$ cat config.mk
export PLATFORM = sky130hd
export DESIGN_NAME = link_burst
export DESIGN_NICKNAME = d
export VERILOG_FILES = /design/src/rtl/link_burst.sv
export SDC_FILE = /design/constraint.sdc
export NUM_CORES = 1
export LEC_CHECK = 0
export BUFFER_PORTS_ARGS = -buffer_cell sky130_fd_sc_hd__buf_2
export CORE_ASPECT_RATIO = 1.1
export CORE_UTILIZATION = 37
export CTS_CLUSTER_DIAMETER = 120
export CTS_CLUSTER_SIZE = 24
export DETAILED_ROUTE_END_ITERATION = 12
export GPL_ROUTABILITY_DRIVEN = 0
export PLACE_DENSITY = 0.6
export SYNTH_ARGS = -nofsm -noshare
export SYNTH_HDL_FRONTEND = slang
export SYNTH_SLANG_ARGS = --single-unit
$ cat constraint.sdc
create_clock -name clk -period 2.25 [get_ports clk]
set_input_delay 0.45 -clock clk [delete_from_list [all_inputs] [get_ports clk]]
set_output_delay 0.45 -clock clk [all_outputs]
set_load 0.005 [all_outputs]
$ cat src/rtl/link_burst.sv
// Burst transfer over an internal req/ack link: a master FSM issues
// base+k words, a slave FSM captures them and keeps a count and checksum.
module link_burst #(
    parameter  int unsigned DATA_W    = 8,
    parameter  int unsigned MAX_BURST = 16,
    parameter  int unsigned ACK_DELAY = 2,
    localparam int unsigned CNT_W     = $clog2(MAX_BURST + 1)
) (
    input  logic              clk,
    input  logic              rst,
    input  logic              start,
    input  logic              mode,
    input  logic [DATA_W-1:0] base,
    input  logic [CNT_W-1:0]  burst_len,
    output logic              req,
    output logic              ack,
    output logic [DATA_W-1:0] data,
    output logic              busy,
    output logic              done,
    output logic [CNT_W-1:0]  rx_count,
    output logic [DATA_W-1:0] checksum
);

    localparam int unsigned        DLY_W    = 4;
    localparam logic [DLY_W-1:0]   ACK_LAST = DLY_W'(ACK_DELAY - 1);
    localparam logic [CNT_W-1:0]   LEN_MAX  = CNT_W'(MAX_BURST);

    typedef enum logic [1:0] {
        M_IDLE,
        M_WAIT_ACK,
        M_WAIT_REL,
        M_DONE
    } mst_state_e;

    typedef enum logic {
        S_IDLE,
        S_RELEASE
    } slv_state_e;

    // Master state
    mst_state_e        mst_state_q, mst_state_d;
    logic              mode_q, mode_d;
    logic [CNT_W-1:0]  len_q, len_d;
    logic [CNT_W-1:0]  idx_q, idx_d;
    logic              req_q, req_d;
    logic [DATA_W-1:0] data_q, data_d;
    logic              busy_q, busy_d;
    logic              done_q, done_d;

    // Slave state
    slv_state_e        slv_state_q, slv_state_d;
    logic [DLY_W-1:0]  dly_q, dly_d;
    logic              ack_q, ack_d;
    logic [CNT_W-1:0]  rx_count_q, rx_count_d;
    logic [DATA_W-1:0] checksum_q, checksum_d;

    logic              accept_c;
    logic              word_end_c;
    logic              finish_c;
    logic              hit_c;
    logic [CNT_W-1:0]  len_clip_c;
    logic              len_nz_c;

    assign len_clip_c = (burst_len > LEN_MAX) ? LEN_MAX : burst_len;
    assign len_nz_c   = (len_clip_c != '0);

    // Slave sees a pending word: level mismatch in 2-phase, req-without-ack in 4-phase
    assign hit_c = mode_q ? (req_q != ack_q) : (req_q && !ack_q);

    // Master next-state and outputs
    always_comb begin
        mst_state_d = mst_state_q;
        mode_d      = mode_q;
        len_d       = len_q;
        idx_d       = idx_q;
        req_d       = req_q;
        data_d      = data_q;
        busy_d      = busy_q;
        done_d      = 1'b0;
        accept_c    = 1'b0;
        word_end_c  = 1'b0;
        finish_c    = 1'b0;

        case (mst_state_q)
            M_IDLE: begin
                if (start) begin
                    accept_c    = 1'b1;
                    mode_d      = mode;
                    len_d       = len_clip_c;
                    idx_d       = '0;
                    mst_state_d = M_WAIT_ACK;
                    busy_d      = len_nz_c;
                    if (len_nz_c) begin
                        data_d = base;
                        req_d  = mode ? ~req_q : 1'b1;
                    end else begin
                        req_d  = mode ? req_q : 1'b0;
                    end
                end
            end
            M_WAIT_ACK: begin
                if (len_q == '0) begin
                    finish_c = 1'b1;
                end else if (mode_q) begin
                    if (ack_q == req_q) begin
                        word_end_c = 1'b1;
                    end
                end else if (ack_q) begin
                    req_d       = 1'b0;
                    mst_state_d = M_WAIT_REL;
                end
            end
            M_WAIT_REL: begin
                if (!ack_q) begin
                    word_end_c = 1'b1;
                end
            end
            M_DONE: begin
                mst_state_d = M_IDLE;
            end
            default: begin
                mst_state_d = M_IDLE;
            end
        endcase

        // A completed handshake either launches the next word or ends the burst
        if (word_end_c) begin
            if (idx_q == CNT_W'(len_q - 1'b1)) begin
                finish_c = 1'b1;
            end else begin
                idx_d       = CNT_W'(idx_q + 1'b1);
                data_d      = DATA_W'(data_q + 1'b1);
                req_d       = mode_q ? ~req_q : 1'b1;
                mst_state_d = M_WAIT_ACK;
            end
        end

        if (finish_c) begin
            mst_state_d = M_DONE;
            done_d      = 1'b1;
            busy_d      = 1'b0;
        end
    end

    // Slave next-state and outputs
    always_comb begin
        slv_state_d = slv_state_q;
        dly_d       = dly_q;
        ack_d       = ack_q;
        rx_count_d  = rx_count_q;
        checksum_d  = checksum_q;

        if (accept_c) begin
            // A 4-phase burst must start from ack=0 even after a 2-phase burst left it high
            slv_state_d = S_IDLE;
            dly_d       = '0;
            rx_count_d  = '0;
            checksum_d  = '0;
            if (!mode) begin
                ack_d = 1'b0;
            end
        end else begin
            case (slv_state_q)
                S_IDLE: begin
                    if (hit_c) begin
                        if (dly_q == ACK_LAST) begin
                            dly_d      = '0;
                            ack_d      = ~ack_q;
                            rx_count_d = CNT_W'(rx_count_q + 1'b1);
                            checksum_d = DATA_W'(checksum_q + data_q);
                            if (!mode_q) begin
                                slv_state_d = S_RELEASE;
                            end
                        end else begin
                            dly_d = DLY_W'(dly_q + 1'b1);
                        end
                    end else begin
                        dly_d = '0;
                    end
                end
                S_RELEASE: begin
                    if (!req_q) begin
                        ack_d       = 1'b0;
                        slv_state_d = S_IDLE;
                    end
                end
                default: begin
                    slv_state_d = S_IDLE;
                end
            endcase
        end
    end

    // State registers, synchronous active-low reset
    always_ff @(posedge clk) begin
        if (!rst) begin
            mst_state_q <= M_IDLE;
            mode_q      <= 1'b0;
            len_q       <= '0;
            idx_q       <= '0;
            req_q       <= 1'b0;
            data_q      <= '0;
            busy_q      <= 1'b0;
            done_q      <= 1'b0;
            slv_state_q <= S_IDLE;
            dly_q       <= '0;
            ack_q       <= 1'b0;
            rx_count_q  <= '0;
            checksum_q  <= '0;
        end else begin
            mst_state_q <= mst_state_d;
            mode_q      <= mode_d;
            len_q       <= len_d;
            idx_q       <= idx_d;
            req_q       <= req_d;
            data_q      <= data_d;
            busy_q      <= busy_d;
            done_q      <= done_d;
            slv_state_q <= slv_state_d;
            dly_q       <= dly_d;
            ack_q       <= ack_d;
            rx_count_q  <= rx_count_d;
            checksum_q  <= checksum_d;
        end
    end

    assign req      = req_q;
    assign ack      = ack_q;
    assign data     = data_q;
    assign busy     = busy_q;
    assign done     = done_q;
    assign rx_count = rx_count_q;
    assign checksum = checksum_q;

endmodule
==> results.json, run 1 <==
{
  "drt_iter0_markers": 112,
  "synthesis.area_mm2": 0.002636,
  "period_share": 0.9146,
  "end_kind": "flip-flop",
  "synth-edff-count": 0,
  "finClkSkew_ns": 0.004239,
  "clk_path_buf_depth": 2,
  "grt-ovfl-total": 0,
  "drive_gt1_frac": 0.2011,
  "die_x_um": 82.48,
  "cts_setup_buffers": 0,
  "drc": 0,
  "h-tree-depth": 2,
  "tritoncts": "built",
  "synth_flop_cell": "dfxtp_1",
  "synthCells": 311,
  "ys_top_cells_by_area": "dfxtp_1, ha_1, nor2_1",
  "async_reset_ff_frac": 0,
  "n_antenna_cell": 0,
  "cp-start-kind": "flip-flop",
  "wire_per_inst_um": 13.51,
  "fp.coreArea_mm2": 0.006749,
  "track_usage": 0.1781,
  "numCtsBuffers": 5,
  "p_per_area_mw_per_mm2": 843.4,
  "worst_slew_pin_slew_ns": 0.6183,
  "p_total_uw": 2619,
  "grt_pass1_vias": 2158,
  "path_class": "flip-flop to flip-flop",
  "cts-hold-fix-buffers": 0,
  "worstSkewPairLatency_ns": 0.30,
  "dp_hpwl_mm": 4.497,
  "final_antenna_net_count": 0,
  "fin_tns_setup_ns": 0,
  "ys_seq_area_frac": 0.3265,
  "clock.fmax_mhz": 485.9,
  "synth_cell_types": 50,
  "syn_nets": 346,
  "critPathRequiredTime_ns": 2.46,
  "vias": 2315,
  "cp_data_arrival_time_ns": 2.27,
  "power.leakage_uw": 0.001335,
  "ys_warn_count": 0,
  "grt_max_degree": 25,
  "final_max_slew_viol_count": 0,
  "slew_headroom": 0.5826,
  "rows": 31,
  "vias_per_cell": 5.202,
  "clkSlewWorstSetupHoldPaths_ns": 0.08,
  "clock_sinks": 43,
  "die_h_um": 90.53,
  "status": "complete, no violations",
  "setup_viol": 0,
  "syn_area_per_cell_um2": 8.477,
  "fin_crit_ns": 2.058,
  "die_area_mm2": 0.007467,
  "synth_top_area_frac": 0.3265,
  "num-nets-final": 397,
  "cp-startpoint": "len_q[0]",
  "grt_antenna_before_repair": 0,
  "min_from": "base[3]",
  "yosysTopAreaCell": "dfxtp_1",
  "firstDrtPassIters": 4,
  "cp_max_fo": 24,
  "clockRootBuffer": "clkbuf_8",
  "yosysMostFrequentCell": "dfxtp_1",
  "syn_to_final_growth_pct": 17.80,
  "rsz0062_at_grt": "no",
  "ir_worst_vdd_v": 0.0004238,
  "maxCapViolations": 0,
  "r2r-start": "len_q[0]",
  "ys_seq_elements": 43,
  "min-delay-path-class": "input port to flip-flop",
  "synth_common_cells": "dfxtp_1, nor2_1, nand2_1, ha_1, nand3_1",
  "hold_viol_final": 0,
  "io_buffers": 41,
  "start_util": 0.3906,
  "ios": 42,
  "drt-total-wl_mm": 6.010,
  "grt_pass1_wl_mm": 10.31
}
==> through the flow <==
stage	util	setup WS, ns	area [um^2]	cells	hold slack (ns)
after floorplan	-	0.3224	2636	311	0.4711
after global placement	0.4423	0.06637	2985	437	0.4631
after detailed placement	0.4423	0.06556	2985	437	0.4755
after CTS	0.4590	0.04506	3098	445	0.3990
after global routing	0.4601	0.04000	3105	445	0.4236
final	0.4601	0.1921	3105	445	0.4029
==> routing by layer <==
| layer | GRT usage | part of all wire | vias up | wire length, um |
|---|---|---|---|---|
| met5 | 0 | 0 | - | 0 |
| met3 | 0.03131 | 0.035 | 11 | 210 |
| met1 | 0.2388 | 0.47 | 1055 | 2854 |
| met4 | 0.06871 | 0.018 | 0 | 108 |
| met2 | 0.2789 | 0.47 | 44 | 2836 |
| li1 | - | - | 1205 | - |
==> critical path, cell delays in order, from the launching register on <==
cell and delay (ns):
dfxtp_2 0.36, inv_1 0.06, ha_1 0.22, xor3_1 0.39, nor3_4 0.16, a311o_4 0.41
nor2_1 0.09, a311oi_1 0.26
==> report_power, final <==
part / switching [uW] / internal (uW) / total (uW)
logic: 583 / 458 / 1040
registers: 101 / 858 / 960
clock network: 288 / 331 / 618
==> timing repair <==
action	in CTS	in global routing
hold endpoints to repair	0	0
resized for setup	0	3
setup endpoints to repair	0	6
==> placed cells by master (no fill, tap or decap), types with 3 or more instances in the layout <==
cell type and instances:
dfxtp_1 42, buf_2 41, nor2_1 38, nand2_1 32, ha_1 17, buf_4 16
nand3_1 15, a21oi_1 13, inv_1 12, mux2i_1 12, xor2_1 11, xnor2_1 10
o21ai_0 9, nor2b_1 7, nand2b_1 6, a211oi_1 6, o211ai_1 6, nand4_1 6
nor3_1 5, nor3b_1 5, a311oi_1 5, clkbuf_8 5, o21a_1 4, a31oi_1 3
==> kinds of logic (layout without fill, tap and decap cells) <==
group           after synthesis  in the layout  synth area share
flops                        43             43            0.3265
mux                          13             13           0.04984
fa+ha+maj                    18             18           0.08828
compound gates               65             65            0.1808
buf+inv                      26             78           0.04841
xor+xnor                     22             22           0.07878
simple gates                124            124            0.2273
==> flip-flops by register name (all words and copies together), names as in the netlist <==
register and flops:
done 1, idx_q 5, busy 1, dly_q 4
mst_state_q 2, req 1, data 8, slv_state_q 1
mode_q 1, rx_count 5, len_q 5, checksum 8
ack 1
==> layout make-up <==
type,count,area (um^2)
multi-input combinational,242,1654
inverter,13,48.80
tap,82,102.6
clock buffer,5,68.82
fill,691,3643
sequential,43,862.1
clock inverter,3,43.79
timing repair buffer,57,325.3
==> worst paths after layout <==
kind                       to  cells after the start  slack [ns]
hold reg to reg   checksum[7]                      2        0.48
setup / recovery      data[4]                      7        0.19
hold / removal        data[3]                      3        0.40
setup reg to reg      data[4]                      7        0.19
Note: power is estimated with default switching activity, not from simulation.
==> inputs of run 2 (changes only) <==
CORE_UTILIZATION = 54   (was 37)
PLACE_DENSITY = 0.81   (was 0.6)
==> results.json, run 2 (synthesized netlist as in run 1, its figures left out) <==
{
  "status": "complete, no violations",
  "drc": 0,
  "cp_num_cells": 7,
  "firstDrtPassIters": 4,
  "rows": 26,
  "critPathRequiredTime_ns": 2.45,
  "utilization": 0.6560,
  "numCtsBuffers": 5,
  "track_usage": 0.2512,
  "die_h_um": 75.28,
  "final_max_slew_viol_count": 0,
  "crit_chain": "inv_1 > ha_1 > xor3_1 > nor3_2 > a311o_4 > nor2_1 > a311oi_1",
  "cp_max_fo": 24,
  "slowest_stage": "a311o_4",
  "fin_area_mm2": 0.003073,
  "num-fill-cells": 402,
  "fin_crit_ns": 2.051,
  "ir_worst_vdd_v": 0.0005715,
  "min_from": "base[1]",
  "setup_viol": 0,
  "fin_tns_setup_ns": 0,
  "num-nets-final": 399,
  "n_antenna_cell": 0,
  "finClkSkew_ns": 0.004354,
  "fp.coreArea_mm2": 0.004684,
  "vias_per_cell": 5.694,
  "clock_sinks": 43,
  "drt-total-wl_mm": 5.878,
  "cp-startpoint": "len_q[0]",
  "cp-start-kind": "flip-flop",
  "rsz0062_at_grt": "no",
  "crit_buf_inv": 1,
  "h-tree-depth": 2,
  "layout_commonest_cell": "dfxtp_1",
  "path_class": "flip-flop to flip-flop",
  "die_area_mm2": 0.005166,
  "grt_antenna_before_repair": 0,
  "slew_headroom": 0.5590,
  "clk_path_buf_depth": 2,
  "grt_max_degree": 25,
  "final_antenna_net_count": 0,
  "worst_slew_pin_slew_ns": 0.6531,
  "placed_area_mm2": 0.002960,
  "vias": 2397,
  "die_x_um": 68.62,
  "worstSetupEndpoint": "data[6]",
  "grt-ovfl-total": 0,
  "grt_pass1_vias": 2226,
  "holdWs_ns": 0.4212,
  "cts-hold-fix-buffers": 0,
  "mostFrequentLayoutCells": "dfxtp_1, buf_2, nor2_1",
  "drt_iter0_markers": 124,
  "grt_pass1_wl_mm": 9.804,
  "max_stage_delay_ns": 0.40,
  "maxCapViolations": 0,
  "min-delay-path-class": "input port to flip-flop",
  "cp_data_arrival_time_ns": 2.25,
  "power.leakage_uw": 0.001323,
  "regToRegSetupSlack_ns": 0.20,
  "drive_gt1_frac": 0.2055,
  "rr_worst_depth": 7,
  "ios": 42,
  "p_per_area_mw_per_mm2": 829.7,
  "period_share": 0.9118,
  "start_util": 0.5628,
  "cp_top_family": "compound AO/OA/AOI/OAI gates",
  "p_total_uw": 2550,
  "tritoncts": "built",
  "clockRootBuffer": "clkbuf_8",
  "regArea_um2": 862.1,
  "worstSkewPairLatency_ns": 0.29,
  "hold_viol_final": 0,
  "syn_to_final_growth_pct": 16.56,
  "r2r_end": "data[6]",
  "end_kind": "flip-flop",
  "clock.fmax_mhz": 487.5,
  "io_buffers": 41,
  "multi_input_area_mm2": 0.001648,
  "wire_per_inst_um": 13.96,
  "clkSlewWorstSetupHoldPaths_ns": 0.08,
  "r2r-start": "len_q[0]",
  "dp_hpwl_mm": 4.438
}
run 2: changes by cell type in the layout (fill, tap and decap cells not counted), sizes merged:
cell | before | now
buf | 57 | 59
clkbuf | 5 | 7
clkinv | 3 | 1
bufinv | 1 | 0
clkinvlp | 0 | 1
run 2: worst min path at each step:
| stage | endpoint | slack (ns) | cells after the start |
|---|---|---|---|
| 6_report | data[1] | 0.42 | 3 |
| 5_1_grt | data[3] | 0.42 | 3 |
| 4_1_cts | data[1] | 0.42 | 3 |
| 3_5_place_dp | checksum[7] | 0.50 | 2 |
| 3_3_place_gp | checksum[7] | 0.48 | 2 |
| 2_1_floorplan | checksum[7] | 0.47 | 2 |
run 2: worst min-delay path: stages:
cell and delay, ns:
buf_2 0.10, nand2_1 0.04, a311oi_1 0.07
run 2: metrics by stage:
step,setup slack (ns),cells
floorplan,0.3224,311
global placement,0.2147,412
detailed placement,0.1562,412
CTS,0.1449,420
global route,0.02082,421
finish,0.1985,421
run 2: layout make-up:
class / count / area share
multi-input cells: 242 / 0.5362
clock inverters: 1 / 0.002443
well taps: 56 / 0.02280
inverters: 13 / 0.01588
flip-flops and latches: 43 / 0.2805
repair buffers: 59 / 0.1107
clock buffers: 7 / 0.03135
run 2: report_power, final:
group / total [uW] / switching, uW / internal [uW]
clock: 544 / 265 / 279
sequential: 967 / 109 / 858
combinational: 1040 / 570 / 468
run 2: per-layer routing:
layer,GRT usage,vias to the layer above,wire (um),share of wire
met4,0.08102,0,85,0.014
met1,0.3105,1125,2708,0.46
met3,0.04848,8,180,0.031
met5,0,-,0,0
li1,-,1214,-,-
met2,0.4336,50,2903,0.49
run 2: timing repair:
item	CTS	global route
endpoints found under the setup margin	0	2
resized for setup	0	1
buffers inserted	0	1
==> inputs of run 3 (changes only) <==
ABC_AREA = 1   (was default)
PLACE_DENSITY = 0.8   (was 0.81)
==> results.json, run 3 <==
{
  "num-nets-final": 501,
  "fin_area_mm2": 0.003110,
  "dp_hpwl_mm": 4.795,
  "status": "complete, no violations",
  "cts_setup_buffers": 0,
  "r2r-start": "mst_state_q[1]",
  "ys_top_cells_by_area": "dfxtp_1, nand2_1, ha_1",
  "num-fill-cells": 459,
  "n_antenna_cell": 0,
  "final_max_slew_viol_count": 0,
  "hold_viol_final": 0,
  "critPathRequiredTime_ns": 2.48,
  "grt_pass1_vias": 2453,
  "setup_ws_ns": 0.4746,
  "track_usage": 0.2395,
  "power.leakage_uw": 0.001646,
  "setup_viol": 0,
  "die_x_um": 70.26,
  "fin_crit_ns": 1.775,
  "ys_seq_elements": 43,
  "drt_iter0_markers": 167,
  "ios": 42,
  "drive_gt1_frac": 0.1520,
  "clkSlewWorstSetupHoldPaths_ns": 0.09,
  "ys_seq_area_frac": 0.3110,
  "h-tree-depth": 2,
  "start_util": 0.5788,
  "maxCapViolations": 0,
  "syn_area_per_cell_um2": 6.558,
  "cp_data_arrival_time_ns": 2.01,
  "placed_cells": 515,
  "period_share": 0.7891,
  "drt-total-wl_mm": 6.395,
  "pre_cts_ws_ns": 0.5049,
  "cts-hold-fix-buffers": 0,
  "grt-ovfl-total": 0,
  "grt_antenna_before_repair": 0,
  "path_class": "flip-flop to flip-flop",
  "cts_resized": 0,
  "fin_tns_setup_ns": 0,
  "p_per_area_mw_per_mm2": 684.5,
  "firstDrtPassIters": 4,
  "yosysTopAreaCell": "dfxtp_1",
  "utilization": 0.6504,
  "synth_common_cells": "nand2_1, inv_1, nor2_1, dfxtp_1, nand3_1",
  "min_from": "burst_len[2]",
  "die_h_um": 77.09,
  "layout_commonest_cell": "nand2_1",
  "die_area_mm2": 0.005416,
  "io_buffers": 41,
  "synthCells": 422,
  "syn_nets": 457,
  "grt_pass1_wl_mm": 10.55,
  "grt_max_degree": 21,
  "end_kind": "flip-flop",
  "worstSkewPairLatency_ns": 0.30,
  "clockRootBuffer": "clkbuf_8",
  "placed_area_mm2": 0.003029,
  "clock_sinks": 43,
  "instances_no_fill": 523,
  "fp.coreArea_mm2": 0.004782,
  "synth_top_area_frac": 0.3110,
  "ys_warn_count": 0,
  "worst_slew_pin_slew_ns": 0.4604,
  "vias_per_cell": 5.182,
  "synth_flop_cell": "dfxtp_1",
  "rsz0062_at_grt": "no",
  "ir_worst_vdd_v": 0.0003861,
  "synth-edff-count": 0,
  "cp_max_fo": 6,
  "clock.fmax_mhz": 563.3,
  "cp-start-kind": "flip-flop",
  "vias": 2710,
  "synth_cell_types": 36,
  "wire_per_inst_um": 12.23,
  "rows": 26,
  "async_reset_ff_frac": 0,
  "numCtsBuffers": 5,
  "mostFrequentLayoutCells": "nand2_1, inv_1, nor2_1",
  "slew_headroom": 0.6927,
  "cp-startpoint": "mst_state_q[1]",
  "syn_to_final_growth_pct": 12.39,
  "synthesis.area_mm2": 0.002768,
  "min-delay-path-class": "input port to flip-flop",
  "clk_path_buf_depth": 2,
  "drc": 0,
  "finClkSkew_ns": 0.01110,
  "yosysMostFrequentCell": "nand2_1",
  "tritoncts": "built",
  "final_antenna_net_count": 0
}
[run 3: where the power goes]
group | switching, uW | internal (uW) | total, uW
Clock | 261 | 218 | 479
Sequential | 90.2 | 836 | 926
Combinational | 454 | 270 | 724
Total | 805 | 1320 | 2130
[run 3: final cells by class]
type	instances	area [um^2]	area share
Clock buffer	7	76.32	0.02454
Clock inverter	1	5.005	0.001609
Inverter	65	244.0	0.07844
Multi-Input combinational cell	307	1627	0.5229
Sequential cell	43	860.8	0.2768
Tap cell	56	70.07	0.02253
Timing Repair Buffer	44	227.7	0.07321
[run 3: per-stage QoR]
stage                     power (uW)  hold slack, ns
after detailed placement        1659          0.4787
final                           2129          0.3877
after CTS                       2133          0.3903
after floorplan                 1468          0.4673
after global placement          1640          0.4736
after global routing            2285          0.4114
[run 3: critical path: stages, from the launching register on]
cell	delay (ns)
dfxtp_1	0.40
inv_1	0.10
ha_1	0.23
nand2_2	0.15
inv_2	0.10
nand2_1	0.10
nand2_1	0.07
o21ai_0	0.25
o211ai_1	0.16
a21oi_1	0.15
[run 3: cells by family after synthesis]
kind of cell             after synthesis  share of synthesized area
AND/OR/NAND/NOR                      218                     0.3382
AO/OA/AOI/OAI                         57                     0.1212
buffers and inverters                 72                     0.1013
flip-flops                            43                     0.3110
XOR/XNOR                              14                    0.04430
adder cells (fa/ha/maj)               18                    0.08409
[run 3: final timing paths]
check / endpoint / cells after the start / slack, ns
worst max-delay path: ack / 9 / 0.47
worst min-delay path: len_q[2] / 3 / 0.39
worst max register to register: ack / 9 / 0.47
worst min register to register: rx_count[3] / 2 / 0.49
[run 3: routing by layer]
metal	wire (um)	vias to the layer above	track usage	share of wire
met5	0	-	0	0
met4	70	0	0.08200	0.011
met3	327	7	0.03548	0.051
met2	3138	75	0.4314	0.49
met1	2859	1204	0.2855	0.45
li1	-	1424	-	-
